$ cat config.mk
export PLATFORM = sky130hd
export DESIGN_NAME = adc_display_formatter
export DESIGN_NICKNAME = d
export VERILOG_FILES = /design/src/rtl/display_pkg.sv /design/src/rtl/bin2bcd_seq.sv /design/src/rtl/adc_display_formatter.sv
export SDC_FILE = /design/constraint.sdc
export NUM_CORES = 1
export LEC_CHECK = 0
export BUFFER_PORTS_ARGS = -buffer_cell sky130_fd_sc_hd__buf_2
export CELL_PAD_IN_SITES_DETAIL_PLACEMENT = 2
export CELL_PAD_IN_SITES_GLOBAL_PLACEMENT = 2
export CORE_MARGIN = 1
export CORE_UTILIZATION = 31
export CTS_CLUSTER_SIZE = 28
export DETAILED_ROUTE_END_ITERATION = 10
export PLACE_DENSITY = 0.78
export SKIP_LAST_GASP = 1
export SLEW_MARGIN = 15
export SYNTH_ARGS = -nofsm -noshare
export SYNTH_HDL_FRONTEND = slang
export SYNTH_SLANG_ARGS = --single-unit
$ cat constraint.sdc
create_clock -name clk -period 4.5 [get_ports clk]
set_input_delay 0.9 -clock clk [delete_from_list [all_inputs] [get_ports clk]]
set_output_delay 0.9 -clock clk [all_outputs]
set_load 0.01 [all_outputs]
$ cat src/rtl/display_pkg.sv
// Shared types for the ADC display formatter: display modes, FSM states and digit count.
package display_pkg;

  typedef enum logic [1:0] {
    MODE_RAW  = 2'b00,
    MODE_AVG  = 2'b01,
    MODE_VOLT = 2'b10,
    MODE_HOLD = 2'b11
  } disp_mode_t;

  typedef enum logic [1:0] {
    IDLE,
    CONVERT,
    PUBLISH
  } fsm_state_t;

  localparam int DIGITS = 4;

endpackage

$ cat src/rtl/bin2bcd_seq.sv
// Iterative double-dabble converter: one add-3/shift step per clock, IN_W steps per conversion.
module bin2bcd_seq #(
  parameter int IN_W   = 16,
  parameter int DIGITS = 4
) (
  input  logic                  clk,
  input  logic                  reset,
  input  logic                  start,
  input  logic [IN_W-1:0]       bin_in,
  output logic                  done,
  output logic [DIGITS*4-1:0]   bcd_out
);

  localparam int ITER_W = (IN_W > 1) ? $clog2(IN_W) : 1;

  logic [DIGITS*4-1:0] bcd_q, bcd_d, bcd_adj;
  logic [IN_W-1:0]     bin_q, bin_d;
  logic [ITER_W-1:0]   iter_q, iter_d;
  logic                active_q, active_d;
  logic                last_iter;

  // done marks the final step, so bcd_q holds the result from the following cycle on
  assign last_iter = (iter_q == ITER_W'(IN_W - 1));
  assign done      = active_q && last_iter;
  assign bcd_out   = bcd_q;

  always_comb begin
    bcd_adj = bcd_q;
    for (int i = 0; i < DIGITS; i++) begin
      if (bcd_q[i*4 +: 4] >= 4'd5) begin
        bcd_adj[i*4 +: 4] = bcd_q[i*4 +: 4] + 4'd3;
      end
    end

    bcd_d    = bcd_q;
    bin_d    = bin_q;
    iter_d   = iter_q;
    active_d = active_q;
    if (start) begin
      bcd_d    = '0;
      bin_d    = bin_in;
      iter_d   = '0;
      active_d = 1'b1;
    end else if (active_q) begin
      bcd_d  = {bcd_adj[DIGITS*4-2:0], bin_q[IN_W-1]};
      bin_d  = {bin_q[IN_W-2:0], 1'b0};
      iter_d = iter_q + ITER_W'(1);
      if (last_iter) begin
        active_d = 1'b0;
      end
    end
  end

  always_ff @(posedge clk) begin
    if (reset) begin
      active_q <= 1'b0;
      iter_q   <= '0;
    end else begin
      active_q <= active_d;
      iter_q   <= iter_d;
    end
  end

  always_ff @(posedge clk) begin
    bcd_q <= bcd_d;
    bin_q <= bin_d;
  end

endmodule

$ cat src/rtl/adc_display_formatter.sv
// Periodically snapshots one ADC word and formats it as four 7-segment nibbles
// (hex for raw/averaged data, X.XXX decimal for millivolts) with dp and blanking masks.
module adc_display_formatter
  import display_pkg::*;
#(
  parameter int UPDATE_TICKS = 25_000_000,
  parameter int IN_W         = 16,
  parameter int DEC_MAX      = 9999
) (
  input  logic                  clk,
  input  logic                  reset,
  input  logic [IN_W-1:0]       raw_adc_data,
  input  logic [IN_W-1:0]       averaged_adc_data,
  input  logic [IN_W-1:0]       scaled_voltage_data,
  input  logic [1:0]            mode_sel,
  output logic [DIGITS*4-1:0]   display_word,
  output logic [DIGITS-1:0]     dp_mask,
  output logic [DIGITS-1:0]     blank_mask,
  output logic                  busy,
  output logic                  update_pulse
);

  localparam int CNT_W = (UPDATE_TICKS > 1) ? $clog2(UPDATE_TICKS) : 1;
  localparam logic [DIGITS-1:0] BLANK_RST = {{(DIGITS-1){1'b1}}, 1'b0};
  localparam logic [DIGITS-1:0] DP_VOLT   = {1'b1, {(DIGITS-1){1'b0}}};

  function automatic logic [IN_W-1:0] sat_dec(input logic [IN_W-1:0] v);
    return (v > IN_W'(DEC_MAX)) ? IN_W'(DEC_MAX) : v;
  endfunction

  // Leading zero nibbles go dark; digit0 always stays lit so zero shows as "0"
  function automatic logic [DIGITS-1:0] lead_blank(input logic [DIGITS*4-1:0] w);
    logic [DIGITS-1:0] m;
    logic              run;
    m   = '0;
    run = 1'b1;
    for (int i = DIGITS - 1; i > 0; i--) begin
      run  = run && (w[i*4 +: 4] == 4'd0);
      m[i] = run;
    end
    return m;
  endfunction

  fsm_state_t          state_q, state_d;
  disp_mode_t          mode_q, mode_d, mode_in;
  logic [CNT_W-1:0]    cnt_q, cnt_d;
  logic [IN_W-1:0]     snap_q, snap_d;
  logic [DIGITS*4-1:0] disp_q, disp_d;
  logic [DIGITS-1:0]   dp_q, dp_d;
  logic [DIGITS-1:0]   blank_q, blank_d;
  logic                pulse_q, pulse_d;
  logic                tick;
  logic                conv_start;
  logic                conv_done;
  logic [DIGITS*4-1:0] conv_bcd;

  assign mode_in      = disp_mode_t'(mode_sel);
  assign tick         = (cnt_q == CNT_W'(UPDATE_TICKS - 1));
  assign cnt_d        = tick ? '0 : cnt_q + CNT_W'(1);
  assign busy         = (state_q != IDLE);
  assign display_word = disp_q;
  assign dp_mask      = dp_q;
  assign blank_mask   = blank_q;
  assign update_pulse = pulse_q;

  bin2bcd_seq #(
    .IN_W   (IN_W),
    .DIGITS (DIGITS)
  ) u_bin2bcd (
    .clk     (clk),
    .reset   (reset),
    .start   (conv_start),
    .bin_in  (sat_dec(scaled_voltage_data)),
    .done    (conv_done),
    .bcd_out (conv_bcd)
  );

  always_comb begin
    state_d    = state_q;
    mode_d     = mode_q;
    snap_d     = snap_q;
    disp_d     = disp_q;
    dp_d       = dp_q;
    blank_d    = blank_q;
    pulse_d    = 1'b0;
    conv_start = 1'b0;

    case (state_q)
      IDLE: begin
        // Ticks arriving while busy are simply dropped, never queued
        if (tick) begin
          case (mode_in)
            MODE_RAW: begin
              mode_d  = MODE_RAW;
              snap_d  = raw_adc_data;
              state_d = PUBLISH;
            end
            MODE_AVG: begin
              mode_d  = MODE_AVG;
              snap_d  = averaged_adc_data;
              state_d = PUBLISH;
            end
            MODE_VOLT: begin
              mode_d     = MODE_VOLT;
              conv_start = 1'b1;
              state_d    = CONVERT;
            end
            default: ;
          endcase
        end
      end

      CONVERT: begin
        if (conv_done) begin
          state_d = PUBLISH;
        end
      end

      PUBLISH: begin
        state_d = IDLE;
        pulse_d = 1'b1;
        if (mode_q == MODE_VOLT) begin
          disp_d  = conv_bcd;
          dp_d    = DP_VOLT;
          blank_d = '0;
        end else begin
          disp_d  = (DIGITS*4)'(snap_q);
          dp_d    = '0;
          blank_d = lead_blank((DIGITS*4)'(snap_q));
        end
      end

      default: state_d = IDLE;
    endcase
  end

  always_ff @(posedge clk) begin
    if (reset) begin
      state_q <= IDLE;
      mode_q  <= MODE_RAW;
      cnt_q   <= '0;
      disp_q  <= '0;
      dp_q    <= '0;
      blank_q <= BLANK_RST;
      pulse_q <= 1'b0;
    end else begin
      state_q <= state_d;
      mode_q  <= mode_d;
      cnt_q   <= cnt_d;
      disp_q  <= disp_d;
      dp_q    <= dp_d;
      blank_q <= blank_d;
      pulse_q <= pulse_d;
    end
  end

  always_ff @(posedge clk) begin
    snap_q <= snap_d;
  end

endmodule

==> key figures <==
Status
  • Status: finished, final reports clean

Clocking
  • Clock tree from TritonCTS: yes
  • Post-CTS Hold Fix Bufs: 0
  • Worst-skew pair later-pin latency: 350 ps
  • Setup Fix Bufs, Post-CTS: 0
  • Num CTS Buffers: 9
  • Clk sinks: 103
  • Clk buf depth: 2
  • CTS H-Tree Depth: 3
  • Clock root cell: clkbuf_16
  • Worst-path clk slew: 70 ps
  • Post-CTS Resized: 0

STA
  • Final Skew: 7.914 ps
  • Final Critical Period: 2641 ps
  • Maximum clock frequency: 0.3787 GHz
  • RSZ-0062 raised after global routing: no
  • Period utilization: 58.68%
  • Setup TNS: 0 ps
  • Worst slew pin tran: 1043 ps
  • Final setup fails: 0
  • Final Slew Violations: 0
  • Relative slew margins: 30.35%
  • Final hold violation count: 0

Logic synthesis
  • Synth warn: 0
  • Syn_area_per_cell: 9.991 sq um
  • Post-Syn Instances: 477
  • Synthesized area: 0.004766 sq mm
  • Post-synth ARST share: 0%
  • Post-synth EDFFs: 32
  • Yosys reg bits: 103
  • Synth cell types: 42
  • Top FF cell, synth: dfxtp_1
  • Register area share after synthesis: 49.99%

Power and ir drop
  • VDD IR max: 192.8 uV
  • Pwr/cell area: 356.7 mW/mm^2
  • Pleak: 2.202 nW
  • Total Power: 0.001977 W

Global route
  • First-pass GRT wire length: 20.42 mm
  • GRT overflow: 0
  • Antenna violations before repair: 0
  • GRT Util Overall: 16.53%
  • Vias in the first global route: 3971
  • Largest net degree at the start of global routing: 35

Worst setup path
  • RR Endpoint: u_bin2bcd.bin_q[4]
  • RR Startpoint: cnt_q[0]
  • CP required: 4610 ps
  • Reg-to-reg setup timing slack: 1860 ps
  • Setup crit end: u_bin2bcd.bin_q[4]
  • CP arrival: 2750 ps
  • Crit Path Class: flip-flop to flip-flop
  • CP Launch Type: flip-flop
  • Worst Reg-to-Reg Cells: 6
  • CP Launch Point: cnt_q[0]
  • Crit. End Element: flip-flop
  • Crit path max fanout: 13

Place
  • Final HPWL DP: 8.901 mm
  • Post-DP Area: 0.005266 sq mm
  • Global placer's final weighted congestion: 0.7532
  • Port bufs: 73

Floorplanning
  • Die area: 0.01587 sq mm
  • Io pins: 78
  • Starting Density: 32.30%
  • DIE WIDTH: 126.0 microns
  • Row count: 44
  • Die height: 126.0 microns
  • Core area: 0.01475 sq mm

Layout
  • Area grow syn2layout: 16.30%
  • Fin nets: 604
  • Layout cell share with drive strength beyond 1: 22.67%
  • Inserted Diodes: 0
  • Final Cell Area: 0.005543 sq mm
  • Fillers: 1657

Detailed routing
  • Vias: 3585
  • Via-to-Cell Ratio: 4.904
  • WL per Instance: 16.77 microns
  • Drt first pass iters: 4
  • Drt drc: 0
  • Post-Route WL: 12.26 mm
  • Detail Route Antenna Nets: 0
  • Starting DRT DRC Count: 140

Flow run
  • Max-cap violations: 0

Min path
  • Min-delay worst type: flip-flop to flip-flop
## flip-flops by register name (all words and copies together), names as in the netlist
name	count
blank_mask	3
display_word	16
dp_mask	1
cnt_q	25
mode_q	2
snap_q	16
u_bin2bcd.bin_q	16
state_q	2
update_pulse	1
u_bin2bcd.bcd_out	16
u_bin2bcd.iter_q	4
u_bin2bcd.active_q	1
## worst max-delay path: stages (launching register included)
cell,delay [ps]
dfxtp_1,370
ha_1,220
and3_1,250
nand4_1,240
nor4_4,280
and2_1,630
mux2_2,410
## layout make-up
class,count,area (sq um),share of cell area (%)
flip-flops and latches,103,2382,42.98
multi-input cells,327,2175,39.23
repair buffers,77,395.4,7.133
clock buffers,13,251.5,4.537
well taps,184,230.2,4.153
inverters,24,90.09,1.625
clock inverters,3,18.77,0.3386
## how the worst min path moves through the flow
stage | slack, ps | end | startpoint | depth (start not counted)
after floorplan | 430 | cnt_q[0] | cnt_q[0] | 1
after global routing | 490 | cnt_q[0] | cnt_q[0] | 1
final | 460 | cnt_q[0] | cnt_q[0] | 1
after CTS | 470 | cnt_q[0] | cnt_q[0] | 1
after global placement | 440 | cnt_q[0] | cnt_q[0] | 1
after detailed placement | 450 | cnt_q[0] | cnt_q[0] | 1
## stage by stage
step	instances	util [%]	setup WS, ps	hold slack, ps
detailed placement	715	35.69	1796	449.9
floorplan	480	-	1342	426.1
global placement	715	35.69	1840	437.1
global route	731	37.57	1602	492.6
finish	731	37.57	1859	461.7
CTS	731	37.53	1833	466.5
## where the power goes
group	internal (W)	leakage [nW]	switching [W]
sequential	0.000990	0.866	0.0000424
clock	0.000393	0.133	0.000345
combinational	0.0000958	1.20	0.000111
total	0.00148	2.20	0.000499
## cell usage in the layout, fill, tap and decap left out, types with 3 or more instances in the layout
cell,count
or2_2,3
nor3_1,10
buf_2,73
conb_1,4
edfxtp_1,32
inv_1,24
nor4_2,3
and3_1,7
nor2_1,82
nand2b_1,6
nand2_1,17
nand4_1,9
clkbuf_16,9
a211oi_1,16
and4_1,3
xnor2_1,13
buf_4,4
o21ai_0,10
nor4_1,5
xor2_1,20
and2_1,5
mux2_2,20
ha_1,10
dfxtp_1,71
nand3_1,15
mux2i_1,28
a21oi_1,25
## routing by layer
layer	vias up	track usage, %	share of wire, %
li1	1766	-	-
met1	1750	19.85	45
met2	60	29.38	51
met3	9	4.460	3.5
met4	0	3.614	0.81
met5	-	0	0
## kinds of logic (layout without fill, tap and decap cells)
| group | Yosys count | in the layout | share of synthesized area [%] |
|---|---|---|---|
| and+or+nand+nor | 176 | 176 | 18.33 |
| DFF | 103 | 103 | 49.99 |
| other | 1 | 4 | 0.07869 |
| muxes | 50 | 50 | 11.24 |
| adders and majority gates | 10 | 10 | 2.625 |
| AOI/OAI and AO/OA | 54 | 54 | 6.695 |
| xor gates and xnor gates | 33 | 33 | 6.065 |
| buffers and inverters | 50 | 117 | 4.988 |
## synth_stat cells, types with 9 or more instances
| cell | n | area share [%] |
|---|---|---|
| nor2_1 | 82 | 6.5 |
| dfxtp_1 | 71 | 30 |
| edfxtp_1 | 32 | 20 |
| mux2i_1 | 28 | 5.9 |
| a21oi_1 | 25 | 2.6 |
| inv_1 | 24 | 1.9 |
| mux2_2 | 20 | 4.7 |
| xor2_1 | 20 | 3.7 |
| nand2_1 | 17 | 1.3 |
| a211oi_1 | 16 | 2.5 |
| clkbuf_1 | 15 | 1.2 |
| nand3_1 | 15 | 1.6 |
| xnor2_1 | 13 | 2.4 |
| ha_1 | 10 | 2.6 |
| nor3_1 | 10 | 1.1 |
| o21ai_0 | 10 | 1.1 |
| nand4_1 | 9 | 1.2 |
No activity file was read; power rests on OpenSTA's default activity.
